`src/rtl/debounce_fsm.sv`:
```
// -----------------------------------------------------------------------------
// debounce_fsm
//   Conditions one raw, bouncing, active-low pushbutton: a two-flop
//   synchronizer, a four-state debounce machine with a saturating stability
//   counter, and a rising-edge detector on the debounced level.
//
// Handshake: none. This is a free-running level/pulse stage; oPressed is a
// level and oPress_pulse is a single-cycle strobe, both valid every cycle.
//
// Ports
//   iClk          in   system clock, rising edge
//   inReset       in   asynchronous reset, active low
//   inBtn         in   raw button, 0 = pressed, asynchronous to iClk
//   oPressed      out  debounced level, 1 while the press is accepted
//   oPress_pulse  out  one-cycle pulse on the cycle oPressed first rises
// -----------------------------------------------------------------------------
module debounce_fsm #(
    parameter int DEB_CYCLES = 500000
) (
    input  logic iClk,
    input  logic inReset,
    input  logic inBtn,
    output logic oPressed,
    output logic oPress_pulse
);

    localparam int CW = $clog2(DEB_CYCLES);
    localparam logic [CW-1:0] CNT_LAST = CW'(DEB_CYCLES - 1);

    localparam logic [1:0] RELEASED     = 2'd0;
    localparam logic [1:0] PRESS_WAIT   = 2'd1;
    localparam logic [1:0] PRESSED      = 2'd2;
    localparam logic [1:0] RELEASE_WAIT = 2'd3;

    logic [1:0]    state_q, state_d;
    logic [CW-1:0] cnt_q, cnt_d;
    logic          sync1_q, sync1_d;
    logic          sync2_q, sync2_d;
    logic          db_q, db_d;
    logic          s;
    logic          db;

    // The raw input is inverted on entry so the synchronized sample is 1
    // while the button is held down.
    assign sync1_d = ~inBtn;
    assign sync2_d = sync1_q;
    assign s       = sync2_q;

    // State register, synchronizer and edge-detect history.
    always_ff @(posedge iClk or negedge inReset) begin
        if (!inReset) begin
            state_q <= RELEASED;
            cnt_q   <= '0;
            sync1_q <= 1'b0;
            sync2_q <= 1'b0;
            db_q    <= 1'b0;
        end else begin
            state_q <= state_d;
            cnt_q   <= cnt_d;
            sync1_q <= sync1_d;
            sync2_q <= sync2_d;
            db_q    <= db_d;
        end
    end

    // Next-state logic. In the two WAIT states the counter counts consecutive
    // samples that agree with the pending transition; it stops at CNT_LAST
    // because that is exactly where the state moves on.
    always_comb begin
        state_d = state_q;
        cnt_d   = cnt_q;
        case (state_q)
            RELEASED: begin
                if (s) begin
                    state_d = PRESS_WAIT;
                    cnt_d   = '0;
                end
            end
            PRESS_WAIT: begin
                if (!s) begin
                    state_d = RELEASED;
                end else if (cnt_q == CNT_LAST) begin
                    state_d = PRESSED;
                end else begin
                    cnt_d = cnt_q + 1'b1;
                end
            end
            PRESSED: begin
                if (!s) begin
                    state_d = RELEASE_WAIT;
                    cnt_d   = '0;
                end
            end
            RELEASE_WAIT: begin
                if (s) begin
                    state_d = PRESSED;
                end else if (cnt_q == CNT_LAST) begin
                    state_d = RELEASED;
                end else begin
                    cnt_d = cnt_q + 1'b1;
                end
            end
            default: begin
                state_d = RELEASED;
                cnt_d   = '0;
            end
        endcase
    end

    // Outputs decode the registered state only, so they never glitch.
    always_comb begin
        db           = (state_q == PRESSED) || (state_q == RELEASE_WAIT);
        db_d         = db;
        oPressed     = db;
        oPress_pulse = db & ~db_q;
    end

endmodule

```
`src/rtl/button_conditioner.sv`:
```
// -----------------------------------------------------------------------------
// button_conditioner
//   Front end for the board's 4-bit up/down counter. Three raw active-low
//   buttons are debounced; run and direction become press-toggled levels,
//   load becomes a level stretched to at least LOAD_MIN cycles so the
//   counter's slow divided clock is guaranteed to see it.
//
// Handshake: none. All outputs are registered levels, valid every cycle.
//
// Ports
//   iClk        in   system clock, rising edge
//   inReset     in   asynchronous reset, active low
//   inBtn_run   in   raw run/pause button, 0 = pressed
//   inBtn_dir   in   raw direction button, 0 = pressed
//   inBtn_load  in   raw load button, 0 = pressed
//   oCount_en   out  count enable, toggles once per run press (reset 1)
//   oUp         out  direction, toggles once per dir press, 1 = up (reset 1)
//   oLoad       out  stretched load request (reset 0)
// -----------------------------------------------------------------------------
module button_conditioner #(
    parameter int DEB_CYCLES = 500000,
    parameter int LOAD_MIN   = 10000000
) (
    input  logic iClk,
    input  logic inReset,
    input  logic inBtn_run,
    input  logic inBtn_dir,
    input  logic inBtn_load,
    output logic oCount_en,
    output logic oUp,
    output logic oLoad
);

    localparam int SW = $clog2(LOAD_MIN);
    localparam logic [SW-1:0] STRETCH_LAST = SW'(LOAD_MIN - 1);

    logic run_pulse, dir_pulse, load_pulse, load_db;
    // Run and direction only act on the press edge; their held levels are
    // left unused.
    logic run_held_unused, dir_held_unused;

    logic          count_en_q, count_en_d;
    logic          up_q, up_d;
    logic          load_q, load_d;
    logic [SW-1:0] stretch_q, stretch_d;

    debounce_fsm #(.DEB_CYCLES(DEB_CYCLES)) u_deb_run (
        .iClk         (iClk),
        .inReset      (inReset),
        .inBtn        (inBtn_run),
        .oPressed     (run_held_unused),
        .oPress_pulse (run_pulse)
    );

    debounce_fsm #(.DEB_CYCLES(DEB_CYCLES)) u_deb_dir (
        .iClk         (iClk),
        .inReset      (inReset),
        .inBtn        (inBtn_dir),
        .oPressed     (dir_held_unused),
        .oPress_pulse (dir_pulse)
    );

    debounce_fsm #(.DEB_CYCLES(DEB_CYCLES)) u_deb_load (
        .iClk         (iClk),
        .inReset      (inReset),
        .inBtn        (inBtn_load),
        .oPressed     (load_db),
        .oPress_pulse (load_pulse)
    );

    always_ff @(posedge iClk or negedge inReset) begin
        if (!inReset) begin
            count_en_q <= 1'b1;
            up_q       <= 1'b1;
            load_q     <= 1'b0;
            stretch_q  <= '0;
        end else begin
            count_en_q <= count_en_d;
            up_q       <= up_d;
            load_q     <= load_d;
            stretch_q  <= stretch_d;
        end
    end

    always_comb begin
        count_en_d = count_en_q ^ run_pulse;
        up_d       = up_q ^ dir_pulse;
        load_d     = load_q;
        stretch_d  = stretch_q;
        if (!load_q) begin
            // oLoad can only fall once the debounced level is low, so every
            // start of a stretch coincides with a fresh press pulse.
            if (load_pulse) begin
                load_d    = 1'b1;
                stretch_d = '0;
            end
        end else if (load_db || (stretch_q < STRETCH_LAST)) begin
            // A repeat press while high only extends through load_db; the
            // stretch counter keeps running and parks at its last value.
            if (stretch_q < STRETCH_LAST) begin
                stretch_d = stretch_q + 1'b1;
            end
        end else begin
            load_d = 1'b0;
        end
    end

    assign oCount_en = count_en_q;
    assign oUp       = up_q;
    assign oLoad     = load_q;

endmodule

```
`config.mk`:
```
export PLATFORM = sky130hd
export DESIGN_NAME = button_conditioner
export DESIGN_NICKNAME = d
export VERILOG_FILES = /design/src/rtl/debounce_fsm.sv /design/src/rtl/button_conditioner.sv
export SDC_FILE = /design/constraint.sdc
export NUM_CORES = 1
export LEC_CHECK = 0
export BUFFER_PORTS_ARGS = -buffer_cell sky130_fd_sc_hd__buf_4
export CORE_MARGIN = 2
export CORE_UTILIZATION = 50
export DETAILED_ROUTE_END_ITERATION = 12
export GPL_ROUTABILITY_DRIVEN = 0
export PLACE_DENSITY_LB_ADDON = 0.25
export REMOVE_ABC_BUFFERS = 1
export SLEW_MARGIN = 20
export SYNTH_ARGS = -nofsm -noshare
export SYNTH_HDL_FRONTEND = slang
export SYNTH_HIERARCHICAL = 1
export SYNTH_SLANG_ARGS = --single-unit
```
`constraint.sdc`:
```
create_clock -name iClk -period 2.05 [get_ports iClk]
set_clock_uncertainty 0.2 [all_clocks]
set_input_delay 0.1025 -clock iClk [delete_from_list [all_inputs] [get_ports iClk]]
set_output_delay 0.1025 -clock iClk [all_outputs]
set_load 0.1 [all_outputs]
```
==> flow_summary.toml, run 1 <==
[floorplanning]
core-area_um2 = 10940
dieArea_um2 = 12210
start_util_pct = 51.88
die_x_um = 110.5
die_h_um = 110.5
fp-row-count = 38
ios = 8

[global_routing]
overflow = 0
grt_max_degree = 41
track_usage_pct = 22.53
grt_pass1_wl_um = 23180
grt_pass1_vias = 4939
antenna_found_initial = 0

[setup_path]
critPathSlowestCell = "or4_1"
critical_path_class = "reg2reg"
worstPathArrival_ns = 2.16
max_stage_delay_ns = 0.42
endpoint_kind = "flop"
crit_path_start_kind = "flop"
path_max_fanout = 5
required_ns = 2.12
path_cells = "nor3_2 -> o211ai_2 -> a2111o_1 -> or4_1 -> a21oi_1"

[placement]
dp_worst_setup_slack_ns = -0.02968
port-buffer-count = 7
dpl.cell_count = 784
dp_hpwl_um = 9078

[sta]
slew_headroom_pct = 65.47
whs_ns = 0.06567
post-route-period-util_pct = 101.7
fin_crit_ns = 2.085
finalMaxSlewViolations = 0
tns_ns = -0.03545
setup_ws_ns = -0.03545
timing_hold_violations_final = 0
setup_viol = 1
worstMarginPinSlew_ns = 0.5179
grt_setup_unrepaired = "true"
max_freq_mhz = 479.5

[clock_network]
tritoncts.num_buffers = 9
clock-root-buffer = "clkbuf_16"
cts.htree.levels = 3
cts_max_path_buffers = 2
cts.sink_count = 99
clk_pin_slew_ns = 0.07
insertion_delay_ns = 0.35
cts_tree = "done"

[synth]
synth_xor_area_share_pct = 2.316
synth_top_area_cell = "dfrtp_1"
syn_area_um2 = 5673
synth_ff_type = "dfrtp_1"
ys_seq_elements = 99
yosys.area_share.simple_pct = 27.48
muxShareOfSynthArea_pct = 3.639
async_reset_ff_share_pct = 100.0
synth-edff-count = 0
synth-warning-count = 6
synth_area_leaders = "dfrtp_1 (43%), nand4_1 (3.5%), nand3_1 (3.1%)"
synth_top_area_share_pct = 42.79
synth_compound_area_share_pct = 17.31
synth_top_family_by_area = "simple AND/OR/NAND/NOR gates"
ys_types = 64
synth_area_per_cell_um2 = 9.502
synth_fa_ha_area_share_pct = 0.8822
syn_inst = 597
synth-seq-area-share_pct = 43.71

[cells_and_area]
final_common_cell = "dfrtp_1"
antenna_cells = 0
synthToLayoutAreaGrowth_pct = 21.84
layout_common_cells = "dfrtp_1 (94), buf_4 (84), nand2_1 (43)"
nNetsFinal = 674
drive_above_1_share_pct = 24.18
layout.cells.non_filler = 810

[power_and_ir_drop]
total_power_mw = 4.244
p_per_area_nw_per_um2 = 614.0
p_leak_nw = 3.059
ir_drop_uv = 740.5

[routing]
routed_via_density = 6.307
routed_wl_um = 13700
drc = 0
ant_nets = 0
drt_iter0_markers = 308
first_pass_iters = 5
wl_per_cell_um = 16.91
vias = 5109

[run]
drv_cap = 0

[run_status]
status = "finished, violations left"
violations = "negative setup slack"

[min_path]
hold_path_class = "in2async"
## sequential cells by signal (all words and copies together) (netlist names), named ones only
register,flops
u_deb_dir/db_q,1
u_deb_load/cnt_q,19
u_deb_run/cnt_q,19
u_deb_dir/s,1
u_deb_run/db_q,1
u_deb_dir/cnt_q,19
u_deb_load/sync1_q,1
oLoad,1
u_deb_load/db_q,1
u_deb_load/state_q,1
oCount_en,1
u_deb_load/s,1
u_deb_run/sync1_q,1
u_deb_dir/state_q,1
u_deb_dir/sync1_q,1
stretch_q,24
u_deb_run/s,1
oUp,1
u_deb_run/state_q,1
## cell usage after synthesis, types with 11 or more instances
cell type / count
nand2_1: 44
nor3_1: 11
buf_2: 11
o21ai_0: 16
mux2i_1: 15
nor2_1: 26
a31oi_1: 17
nor4_1: 20
inv_1: 22
and2_1: 21
clkbuf_1: 21
and3_1: 19
o211ai_1: 16
and4_1: 11
dfrtp_1: 97
nand3_1: 35
nand4_1: 32
o41ai_1: 12
## worst max-delay path: cells and delay by family (launching register included)
kind / cells / cell delay [ns]
flops: 1 / 0.41
simple gates: 2 / 0.65
compound gates: 3 / 0.75
## cell families (layout without fill, tap and decap cells)
group                      after synthesis  in the layout
muxes                                   19             19
DFF                                     99             99
and+or+nand+nor                        267            267
AOI/OAI and AO/OA                      130            131
xor gates and xnor gates                15             15
adders and majority gates                4              4
buffers and inverters                   63            135
## area by class of cell
cell class | instances | area, µm²
Clock buffer | 11 | 242.7
Clock inverter | 5 | 62.56
Fill cell | 909 | 4024
Inverter | 26 | 97.59
Multi-Input combinational cell | 436 | 3100
Sequential cell | 99 | 2484
Tap cell | 140 | 175.2
Timing Repair Buffer | 93 | 749.5
## through the flow
step / instance area [µm²] / util [%]
6_report: 6912 / 63.20
5_1_grt: 6912 / 63.20
4_1_cts: 6716 / 61.42
3_5_place_dp: 6350 / 58.07
3_3_place_gp: 6350 / 58.07
2_1_floorplan: 5507 / -
## worst paths after layout
check                                        startpoint                             end  slack (ns)  depth (start not counted)
setup / recovery              stretch_q[18]$_DFFE_PN0P_       stretch_q[14]$_DFFE_PN0P_       -0.04                          5
max in group asynchronous                       inReset                   oUp$_DFF_PN1_        0.96                          3
setup reg to reg              stretch_q[18]$_DFFE_PN0P_       stretch_q[14]$_DFFE_PN0P_       -0.04                          5
hold reg to reg            u_deb_load/sync1_q$_DFF_PN0_          u_deb_load/s$_DFF_PN0_        0.15                          0
min in group iClk          u_deb_load/sync1_q$_DFF_PN0_          u_deb_load/s$_DFF_PN0_        0.15                          0
hold / removal                                  inReset  u_deb_dir/cnt_q[8]$_DFFE_PN0P_        0.07                          2
## report_power, final
part | internal (mW) | switching [mW]
clock network | 0.987 | 0.762
logic | 0.164 | 0.201
registers | 2.03 | 0.100
## what timing repair did
item                                    4_1_cts  5_1_grt
endpoints found under the hold margin       101        0
buffers inserted                              0        4
gates cloned                                  1        1
hold buffers                                  4        0
pin swaps                                     0        5
endpoints found under the setup margin        3       47
resized for setup                             3       41
## metal layers
metal / part of all wire (%) / up-vias / GRT usage, %
met3: 4.3 / 21 / 5.379
li1: - / 2431 / -
met2: 49 / 133 / 36.16
met4: 1.1 / 0 / 7.417
met5: 0 / - / 0
met1: 46 / 2524 / 30.19
(Power assumes the default switching activity.)
==> run 2, diff against run 1 <==
- ABC_AREA: unset -> 1
==> flow_summary.toml, run 2 <==
[run_status]
status = "complete, no violations"

[power_and_ir_drop]
p_leak_nw = 2.985
p_per_area_nw_per_um2 = 595.1
ir_drop_uv = 348.3

[sta]
setup_viol = 0
grt_setup_unrepaired = "false"
max_freq_mhz = 545.8
fin_crit_ns = 1.832
slew_headroom_pct = 73.40
finalMaxSlewViolations = 0
worstMarginPinSlew_ns = 0.3990
timing_hold_violations_final = 0
post-route-period-util_pct = 89.37

[routing]
drc = 0
ant_nets = 0
routed_wl_um = 13870
vias = 5676
routed_via_density = 5.063
wl_met1_um = 6754
wl_met2_um = 6320
wl_per_cell_um = 12.37
top_layer_used = "met4"
wl_met3_um = 550
drt_iter0_markers = 354
first_pass_iters = 5

[setup_path]
path_cells = "ha_1 -> nand3_2 -> inv_2 -> nand3_2 -> nor2_4 -> nor2_4 -> buf_4 -> nand3_1 -> o21ai_1"
required_ns = 2.13
endpoint_kind = "flop"
critPathSlowestCell = "dfrtp_1"
worstPathArrival_ns = 1.91
crit_path_start_kind = "flop"
path_max_fanout = 8
critical_path_class = "reg2reg"
max_stage_delay_ns = 0.43

[run]
drv_cap = 0

[placement]
dpl-instance-area_um2 = 6635
dpl.cell_count = 1101
port-buffer-count = 7
dp_hpwl_um = 9717

[floorplanning]
core-area_um2 = 12520
ios = 8
dieArea_um2 = 13670
fp-row-count = 41
die_h_um = 116.9
die_x_um = 116.9
start_util_pct = 50.92

[clock_network]
cts_tree = "done"
clock-root-buffer = "clkbuf_16"
cts.sink_count = 99
clk_pin_slew_ns = 0.07
insertion_delay_ns = 0.36
cts_max_path_buffers = 2
tritoncts.num_buffers = 9
cts.htree.levels = 3

[synth]
syn_inst = 929
synth-seq-area-share_pct = 38.91
synth_top_area_cell = "dfrtp_1"
synth_common_cells = "nand2_1 (305), nor2_1 (144), nand3_1 (105), dfrtp_1 (97), inv_1 (66)"
synth-edff-count = 0
yosysMostFrequentCell = "nand2_1"
async_reset_ff_share_pct = 100.0
synth_area_per_cell_um2 = 6.861
synth_ff_type = "dfrtp_1"
ys_types = 34
synth_top_area_share_pct = 38.08
synth-warning-count = 6
syn_area_um2 = 6374
ys_seq_elements = 99
synth_area_leaders = "dfrtp_1 (38%), nand2_1 (18%), nor2_1 (8.5%)"

[cells_and_area]
nNetsFinal = 954
layout.cells.non_filler = 1121
largest_register_ffs = 24
layout_common_cells = "nand2_1 (305), nor2_1 (144), nand3_1 (105)"
synthToLayoutAreaGrowth_pct = 10.50
final_common_cell = "nand2_1"
antenna_cells = 0
largest_register = "stretch_q"
drive_above_1_share_pct = 10.75
final_cell_area_um2 = 7043

[global_routing]
grt_pass1_wl_um = 24510
grt_max_degree = 43
grt_pass1_vias = 5326
antenna_found_initial = 0
track_usage_pct = 22.46
overflow = 0

[min_path]
hold_path_class = "in2async"
[run 2: changes by cell type in the layout (fill, tap and decap cells not counted), moves of 16 or more]
| cell | delta |
|---|---|
| nor4_1 | -18 |
| and3_1 | -16 |
| inv_1 | +44 |
| nor2_1 | +119 |
| nand3_1 | +72 |
| nand2_2 | +21 |
| nand2_1 | +262 |
| o211ai_1 | -16 |
| buf_4 | -56 |
| o21ai_0 | +29 |
| a31oi_1 | -16 |
[run 2: final cells by class]
class / count / area, µm²
Timing Repair Buffer: 34 / 290.3
Inverter: 75 / 291.5
Sequential cell: 99 / 2480
Clock inverter: 6 / 113.9
Fill cell: 1224 / 5474
Multi-Input combinational cell: 726 / 3427
Tap cell: 172 / 215.2
Clock buffer: 9 / 225.2
[run 2: worst paths after layout]
| kind | depth (start not counted) | slack (ns) | startpoint | endpoint |
|---|---|---|---|---|
| max | 9 | 0.22 | u_deb_run/cnt_q[0]$_DFFE_PN0P_ | u_deb_run/cnt_q[0]$_DFFE_PN0P_ |
| min | 2 | 0.02 | inReset | u_deb_dir/cnt_q[15]$_DFFE_PN0P_ |
| max reg2reg | 9 | 0.22 | u_deb_run/cnt_q[0]$_DFFE_PN0P_ | u_deb_run/cnt_q[0]$_DFFE_PN0P_ |
| min reg2reg | 0 | 0.15 | u_deb_run/sync1_q$_DFF_PN0_ | u_deb_run/s$_DFF_PN0_ |
| max in group asynchronous | 3 | 1.02 | inReset | oUp$_DFF_PN1_ |
| min in group iClk | 0 | 0.15 | u_deb_run/sync1_q$_DFF_PN0_ | u_deb_run/s$_DFF_PN0_ |
[run 2: cell families (layout without fill, tap and decap cells)]
logic type               Yosys count  after routing  share of synthesized area [%]
AND/OR/NAND/NOR                  635            635                          43.62
buffers and inverters            104            124                          7.577
flip-flops                        99             99                          38.91
AO/OA/AOI/OAI                     61             61                          5.536
XOR/XNOR                          26             26                          3.573
adder cells (fa/ha/maj)            4              4                         0.7853
[run 2: stage by stage]
| stage | setup TNS [ns] | util (%) | power [mW] | worst slack, ns | hold WS, ns |
|---|---|---|---|---|---|
| 4_1_cts | 0 | 56.04 | 4.241 | 0.09579 | 0.02207 |
| 3_3_place_gp | 0 | 53.01 | 2.240 | 0.1195 | -0.1372 |
| 6_report | 0 | 56.27 | 4.191 | 0.2179 | 0.02147 |
| 2_1_floorplan | -18.67 | - | 2.132 | -0.7703 | -0.3931 |
| 5_1_grt | 0 | 56.27 | 4.358 | 0.04610 | 0.05052 |
| 3_5_place_dp | 0 | 53.01 | 2.244 | 0.1171 | -0.1353 |
[run 2: routing by layer]
| metal | track usage, % | up-vias |
|---|---|---|
| li1 | - | 2991 |
| met1 | 31.29 | 2565 |
| met2 | 35.49 | 99 |
| met3 | 4.531 | 21 |
| met4 | 7.059 | 0 |
| met5 | 0 | - |
[run 2: what timing repair did]
action	CTS	global route
endpoints found under the hold margin	100	0
resized for setup	0	6
endpoints found under the setup margin	0	60
buffers inserted	0	1
hold buffers	4	0
[run 2: report_power, final]
| group | total [mW] | switching [mW] | internal, mW |
|---|---|---|---|
| clock | 1.98 | 0.789 | 1.19 |
| sequential | 2.01 | 0.0308 | 1.98 |
| combinational | 0.199 | 0.135 | 0.0641 |
| total | 4.19 | 0.954 | 3.24 |
[run 2: worst max-delay path, delay by kind of cell, from the launching register on]
| kind | cells | cell delay, ns |
|---|---|---|
| buffers and inverters | 2 | 0.26 |
| AO/OA/AOI/OAI | 1 | 0.09 |
| flip-flops | 1 | 0.43 |
| AND/OR/NAND/NOR | 5 | 0.54 |
| adder cells (fa/ha/maj) | 1 | 0.25 |
==> run 3, diff against run 2 <==
- ABC_AREA: 1 -> unset
- CORE_ASPECT_RATIO: unset -> 0.75
==> flow_summary.toml, run 3 (synthesized netlist as in run 1, its figures left out) <==
[routing]
drc = 0
wl_met3_um = 684
first_pass_iters = 5
ant_nets = 0
top_layer_used = "met4"
routed_wl_um = 14000
wl_met1_um = 6744
wl_met2_um = 6399
vias = 5156
routed_via_density = 6.381
drt_iter0_markers = 389
wl_per_cell_um = 17.33

[min_path]
hold_path_class = "in2async"

[global_routing]
antenna_found_initial = 0
grt_pass1_wl_um = 23290
track_usage_pct = 23.38
overflow = 0
grt_max_degree = 40
grt_pass1_vias = 4935

[setup_path]
timing.rr.start = "stretch_q[18]$_DFFE_PN0P_"
critPathSlowestCell = "or4_4"
critical_path_class = "reg2reg"
required_ns = 2.07
rrSetupSlack_ns = -0.06
crit_path_start = "stretch_q[18]$_DFFE_PN0P_"
path_max_fanout = 4
critPathBufInv = 1
endpoint_kind = "flop"
critPathTopFamily = "simple AND/OR/NAND/NOR gates"
worstPathArrival_ns = 2.13
max_stage_delay_ns = 0.51
crit_path_start_kind = "flop"
path_cells = "nor3_2 -> o211ai_2 -> buf_4 -> or4_4 -> o211ai_1 -> o31ai_1"

[cells_and_area]
layout.cells.non_filler = 808
final_common_cell = "dfrtp_1"
largest_register = "stretch_q"
synthToLayoutAreaGrowth_pct = 22.45
largest_register_ffs = 24
antenna_cells = 0
num-fill-cells = 891
layout_common_cells = "dfrtp_1 (93), buf_4 (83), nand2_1 (44)"
nNetsFinal = 672
drive_above_1_share_pct = 24.40
regArea_um2 = 2485
final_core_util_pct = 63.25
multi_input_area_um2 = 3112

[sta]
setup_ws_ns = -0.05750
post-route-period-util_pct = 102.8
fin_crit_ns = 2.108
finalMaxSlewViolations = 0
slew_headroom_pct = 63.94
grt_setup_unrepaired = "true"
tns_ns = -0.1172
timing_hold_violations_final = 0
setup_viol = 4
max_freq_mhz = 474.5
worstMarginPinSlew_ns = 0.5408

[floorplanning]
start_util_pct = 51.65
die_x_um = 127.0
dieArea_um2 = 12220
fp-row-count = 33
ios = 8
core-area_um2 = 10980
die_h_um = 96.25

[placement]
dpl.cell_count = 779
port-buffer-count = 7
dp_hpwl_um = 9313
dp_worst_setup_slack_ns = 0.007375

[clock_network]
clock-root-buffer = "clkbuf_16"
cts_max_path_buffers = 2
cts_tree = "done"
tritoncts.num_buffers = 9
cts.sink_count = 99
clk_pin_slew_ns = 0.07
insertion_delay_ns = 0.34
cts.htree.levels = 3

[power_and_ir_drop]
p_per_area_nw_per_um2 = 632.8
ir_drop_uv = 484.5
p_leak_nw = 3.085

[run]
drv_cap = 0

[run_status]
status = "finished, violations left"
violations = "negative setup slack"
## run 3: path summary, 6_finish.rpt
| check | cells after the start | end |
|---|---|---|
| max | 6 | stretch_q[13]$_DFFE_PN0P_ |
| min | 2 | u_deb_dir/cnt_q[12]$_DFFE_PN0P_ |
| max reg2reg | 6 | stretch_q[13]$_DFFE_PN0P_ |
| min reg2reg | 0 | u_deb_load/s$_DFF_PN0_ |
| max in group asynchronous | 3 | oCount_en$_DFF_PN1_ |
| min in group iClk | 0 | u_deb_load/s$_DFF_PN0_ |
## run 3: routing by layer
metal / GRT usage, % / vias up
met2: 38.22 / 171
met5: 0 / -
met1: 32.53 / 2543
met3: 4.002 / 20
li1: - / 2422
met4: 6.410 / 0
## run 3: where the power goes
group / internal, mW / switching [mW]
registers: 2.03 / 0.106
logic: 0.167 / 0.201
clock network: 1.14 / 0.752
## run 3: timing repair
| item | 4_1_cts | 5_1_grt |
|---|---|---|
| buffers inserted | 3 | 5 |
| setup endpoints to repair | 6 | 40 |
| hold endpoints to repair | 100 | 0 |
| cloned | 0 | 1 |
| pin swaps | 0 | 11 |
| hold buffers | 4 | 0 |
| resized for setup | 3 | 39 |
## run 3: area by class of cell
cell class / instances / area share (%)
inverters: 26 / 1.405
flip-flops and latches: 99 / 35.77
multi-input cells: 435 / 44.79
repair buffers: 92 / 10.64
well taps: 140 / 2.522
clock inverters: 5 / 1.225
clock buffers: 11 / 3.638
## run 3: metrics by stage
step                instance area [µm²]  power, mW  hold WS (ns)
floorplan                          5507      2.326       -0.3931
global placement                   6312      2.493       -0.1035
detailed placement                 6312      2.510       -0.1022
CTS                                6729      4.419       0.07368
global route                       6947      4.566       0.09725
finish                             6947      4.396       0.06030
